[src/rtl/sum_serialiser_pkg.sv]
// Shared types and sizing helpers for the sum serialiser.
// Beat count and counter width are derived from WIDTH/CHUNK.
package sum_serialiser_pkg;

  typedef enum logic {
    IDLE = 1'b0,
    SEND = 1'b1
  } state_t;

  function automatic int calc_beats(int w, int c);
    return w / c;
  endfunction

  function automatic int calc_beat_w(int b);
    return (b > 1) ? $clog2(b) : 1;
  endfunction

endpackage

[src/rtl/sat_counter.sv]
// Saturating up-counter with increment enable.
// Sticks at all-ones; only reset clears it.
module sat_counter #(
  parameter int WIDTH = 16
) (
  input  logic             clk,
  input  logic             rst,
  input  logic             i_inc,
  output logic [WIDTH-1:0] o_count
);

  logic [WIDTH-1:0] r_count;
  logic             w_full;

  assign w_full  = &r_count;
  assign o_count = r_count;

  always_ff @(posedge clk or negedge rst) begin
    if (!rst) begin
      r_count <= '0;
    end else if (i_inc && !w_full) begin
      r_count <= r_count + WIDTH'(1);
    end
  end

endmodule

[src/rtl/sum_serialiser.sv]
// Streams each WIDTH-bit sum out as CHUNK-bit beats, LS chunk first.
// Samples arriving mid-frame are dropped and counted, never stalled.
module sum_serialiser
  import sum_serialiser_pkg::*;
#(
  parameter int WIDTH  = 32,
  parameter int CHUNK  = 8,
  parameter int DROP_W = 16
) (
  input  logic              clk,
  input  logic              rst,
  input  logic [WIDTH-1:0]  in_sum,
  input  logic              in_overflow,
  input  logic              in_valid,
  output logic              in_ready,
  output logic [CHUNK-1:0]  out_data,
  output logic              out_overflow,
  output logic              out_last,
  output logic              out_valid,
  input  logic              out_ready,
  output logic [DROP_W-1:0] dropped
);

  localparam int BEATS = calc_beats(WIDTH, CHUNK);
  localparam int BW    = calc_beat_w(BEATS);

  state_t           r_state;
  state_t           w_nstate;
  logic [WIDTH-1:0] r_shift;
  logic [BW-1:0]    r_beat;
  logic             r_ovf;

  logic w_send;
  logic w_last;
  logic w_acc;
  logic w_cap;
  logic w_drop;

  assign w_send = (r_state == SEND);
  assign w_last = w_send && (r_beat == BW'(BEATS - 1));
  assign w_acc  = w_send && out_ready;
  assign w_cap  = in_valid && in_ready;
  assign w_drop = in_valid && !in_ready;

  assign out_valid    = w_send;
  assign out_last     = w_last;
  assign out_data     = w_send ? r_shift[CHUNK-1:0] : '0;
  assign out_overflow = w_send && r_ovf;

  // in_ready follows out_ready on the last beat so frames abut
  always_comb begin
    w_nstate = r_state;
    in_ready = 1'b0;
    unique case (r_state)
      IDLE: begin
        in_ready = 1'b1;
        if (in_valid) w_nstate = SEND;
      end
      SEND: begin
        in_ready = w_last && out_ready;
        if (w_last && out_ready && !in_valid)
          w_nstate = IDLE;
      end
      default: w_nstate = IDLE;
    endcase
  end

  always_ff @(posedge clk or negedge rst) begin
    if (!rst) begin
      r_state <= IDLE;
    end else begin
      r_state <= w_nstate;
    end
  end

  always_ff @(posedge clk or negedge rst) begin
    if (!rst) begin
      r_shift <= '0;
      r_beat  <= '0;
      r_ovf   <= 1'b0;
    end else if (w_cap) begin
      r_shift <= in_sum;
      r_beat  <= '0;
      r_ovf   <= in_overflow;
    end else if (w_acc) begin
      r_shift <= r_shift >> CHUNK;
      r_beat  <= w_last ? '0 : r_beat + BW'(1);
    end
  end

  sat_counter #(
    .WIDTH (DROP_W)
  ) u_drop (
    .clk     (clk),
    .rst     (rst),
    .i_inc   (w_drop),
    .o_count (dropped)
  );

endmodule

[config.mk]
export PLATFORM = sky130hd
export DESIGN_NAME = sum_serialiser
export DESIGN_NICKNAME = d
export VERILOG_FILES = /design/src/rtl/sum_serialiser_pkg.sv /design/src/rtl/sat_counter.sv /design/src/rtl/sum_serialiser.sv
export SDC_FILE = /design/constraint.sdc
export NUM_CORES = 1
export LEC_CHECK = 0
export BUFFER_PORTS_ARGS = -buffer_cell sky130_fd_sc_hd__buf_2
export CORE_ASPECT_RATIO = 2
export CORE_MARGIN = 3
export CORE_UTILIZATION = 55
export DETAILED_ROUTE_END_ITERATION = 8
export PLACE_DENSITY = 0.83
export SLEW_MARGIN = 0
export SYNTH_ARGS = -nofsm -noshare
export SYNTH_HDL_FRONTEND = slang
export SYNTH_SLANG_ARGS = --single-unit
[constraint.sdc]
create_clock -name clk -period 4.1 [get_ports clk]
set_input_delay 1.025 -clock clk [delete_from_list [all_inputs] [get_ports clk]]
set_output_delay 1.025 -clock clk [all_outputs]
set_load 0.01 [all_outputs]
==> results.tsv <==
stage	metric	value	unit
global_route	All-Layer GR Usage	0.202	
worst_setup_path	reg2reg setup slack	1.91	ns
synthesis	Most used DFF post-synth	dfrtp_1	
worst_setup_path	nature of the critical path startpoint	input pin	
worst_setup_path	crit path kind	input pin to output port	
timing	clock skew	0.00408	ns
synthesis	Yosys warning count	0	
global_route	initial antenna violation count	0	
worst_setup_path	crit-path cells	buf_2, a21boi_4, inv_1, buf_2	
timing	fin crit share	0.644	
worst_setup_path	CP arrival	1.61	ns
synthesis	number of synthesized flops with an enable pin	0	
cts	post-CTS setup buffer count	0	
global_route	vias in the first global route	1823	
synthesis	FF+latch count, synth	52	
synthesis	Yosys top cell by area	dfrtp_1	
global_route	Overflow after GRT	0	
final_layout	Finished Layout Cells	346	
worst_setup_path	largest stage delay on the critical path	0.25	ns
timing	RSZ-0062 raised after global routing	no	
final_layout	area delta synth->final	17.5	%
timing	Tmin final	2.64	ns
cts	CTS max path bufs	2	
power_and_ir_drop	P_leak	1.60	nW
floorplanning	initial core utilization	0.571	
power_and_ir_drop	post-layout power	1.60	mW
worst_setup_path	crit-path max FO	7	
place	placed insts	338	
detailed_routing	vias	1875	
cts	clk slew on worst S/H paths	0.09	ns
synthesis	Seq/Total Area, Yosys	0.520	
worst_setup_path	cell class contributing the biggest share of worst-path delay	buffers and inverters	
cts	clock sinks	52	
timing	Sum Neg Setup Slack	0	ns
floorplanning	core region area	0.00438	mm2
global_route	largest net degree at the start of global routing	35	
timing	actual slew at the worst max-slew pin	0.829	ns
worst_setup_path	CP endpoint kind	output port	
power_and_ir_drop	Worst VDD drop	434	uV
min_path	Hold Path Stages	2	
worst_setup_path	end of the critical path	in_ready	
final_layout	final instance area	0.00294	mm2
worst_setup_path	cell depth of the worst setup path	4	
detailed_routing	ANT nets after route	0	
synthesis	mapped cell area	0.00250	mm2
synthesis	average cell area after synthesis	10.9	um2
global_route	first-pass GRT wire length	8.16	mm
job	max cap viols	0	
floorplanning	die extent in x	53.7	um
cts	Hold-fix buffers, CTS	0	
worst_setup_path	Worst R2R End	r_shift[19]$_DFFE_PN0P_	
floorplanning	# IOs	65	
place	Cell Area, Placed	0.00285	mm2
synthesis	FFs w/ async S/R, synth	1.00	
cts	TritonCTS clock tree	built	
place	Final Wtd Congestion	0.754	
worst_setup_path	launch point of the worst reg-to-reg path	out_valid$_DFF_PN0_	
floorplanning	Row Count	34	
synthesis	post-synth cell types	36	
timing	pins over their slew limit	0	
detailed_routing	detailed-route vias per instance	5.42	
synthesis	Mapped Cells	229	
worst_setup_path	CP max stage cell	a21boi_4	
detailed_routing	initial DRC count	17	
floorplanning	die area	0.00544	mm2
worst_setup_path	CP Launch Point	out_ready	
final_layout	Diodes inserted	0	
synthesis	Area contributors post-synth	dfrtp_1 (52%), mux2i_1 (10%), nand2_1 (5.3%)	
min_path	Hold Crit Class	flop to flop	
place	IO buf count	64	
cts	CTS resizes	0	
synthesis	post-synth net total	268	
cts	TritonCTS buffer count	5	
synthesis	share of Yosys cell area claimed by the top area cell type	0.520	
status	outcome	complete, no violations	
timing	final worst setup slack	1.46	ns
worst_setup_path	R2R cell count	4	
floorplanning	DIE HEIGHT	101	um
power_and_ir_drop	Pwr per Cell Area	544	mW/mm2
final_layout	share of cells above drive strength 1	0.298	
timing	final hold vios	0	
cts	Worst-Skew Late Latency	0.29	ns
detailed_routing	detailed-route DRC error count	0	
timing	# setup viols final	0	
timing	Slew HR	0.436	
place	HPWL Detailed	3.65	mm
final_layout	NumNets Final	330	
detailed_routing	Pre-Repair DR Iteration Count	4	
detailed_routing	drt wl/cell	14.1	um
timing	achievable frequency	0.379	GHz
worst_setup_path	CP Buf/Inv Count	3	
detailed_routing	Routed WL	4.87	mm
place	Place WS	1.43	ns
cts	Root Driver	clkbuf_8	
cts	H-tree depth	2	
worst_setup_path	CP required	3.07	ns
worst_setup_path	cell mode on critical path	buf_2	
==> cell type report <==
cell class,count,area [um2]
inverter,2,7.51
sequential,52,1300
fill,396,1440
tap,54,67.6
timing repair buffer,66,335
multi-input combinational,164,1140
clock buffer,8,90.1
==> worst min path at each step <==
stage / start / end / slack (ns)
after floorplan: r_ovf$_DFFE_PN0P_ / r_ovf$_DFFE_PN0P_ / 0.44
after global placement: r_ovf$_DFFE_PN0P_ / r_ovf$_DFFE_PN0P_ / 0.45
after detailed placement: r_shift[5]$_DFFE_PN0P_ / r_shift[5]$_DFFE_PN0P_ / 0.47
after CTS: r_shift[5]$_DFFE_PN0P_ / r_shift[5]$_DFFE_PN0P_ / 0.49
after global routing: r_shift[0]$_DFFE_PN0P_ / r_shift[0]$_DFFE_PN0P_ / 0.51
final: r_shift[0]$_DFFE_PN0P_ / r_shift[0]$_DFFE_PN0P_ / 0.48
==> stage by stage <==
| step | util | hold slack, ns |
|---|---|---|
| finish | 0.671 | 0.480 |
| global route | 0.671 | 0.510 |
| CTS | 0.671 | 0.488 |
| detailed placement | 0.651 | 0.468 |
| global placement | 0.651 | 0.454 |
| floorplan | - | 0.438 |
==> cell families (layout without fill, tap and decap cells) <==
group / count (synthesis) / in the layout / share of synthesized area
simple gates: 79 / 79 / 0.174
compound gates: 44 / 44 / 0.110
xor+xnor: 8 / 8 / 0.0280
mux: 31 / 31 / 0.128
flops: 52 / 52 / 0.520
buf+inv: 13 / 76 / 0.0305
fa+ha+maj: 2 / 2 / 0.0100
==> synth_stat cells (5+ instances only) <==
cell type   n
a22o_1      9
and2_1     11
clkbuf_1    7
dfrtp_1    52
mux2i_1    26
nand2_1    35
nand3_1     5
nor3_1      5
nor4_1      6
o21ai_0     9
o21ai_1    18
xor2_1      7
==> power by group <==
| group | total, mW | internal [mW] | switching [mW] |
|---|---|---|---|
| Clock | 0.291 | 0.138 | 0.153 |
| Combinational | 0.529 | 0.254 | 0.275 |
| Sequential | 0.782 | 0.664 | 0.118 |
==> flip-flops by register name, indices dropped and copies added (netlist names) <==
name,flops
r_beat,2
out_valid,1
r_ovf,1
u_drop.o_count,16
r_shift,32
==> routing by layer <==
metal / vias to the layer above / GRT usage / share of wire
met1: 897 / 0.239 / 0.38
met2: 40 / 0.336 / 0.55
met5: - / 0 / 0
li1: 930 / - / -
met4: 0 / 0.110 / 0.024
met3: 8 / 0.0339 / 0.045
==> cell usage in the layout, fill, tap and decap left out, types with 6 or more instances in the layout <==
cell type and count:
and2_1 11, o21ai_1 18, dfrtp_1 52, o21ai_0 9, nand2_1 35, nor4_1 6, mux2i_1 25, xor2_1 7
a22o_1 9, buf_2 64, clkbuf_8 6
==> worst register-to-register path, cell delays in order, from the launching register on <==
cell and delay [ns]:
dfrtp_1 0.62, a21boi_4 0.34, nand2b_2 0.71, mux2i_1 0.30, o21ai_1 0.08
Power figures use the tool's default switching activity.
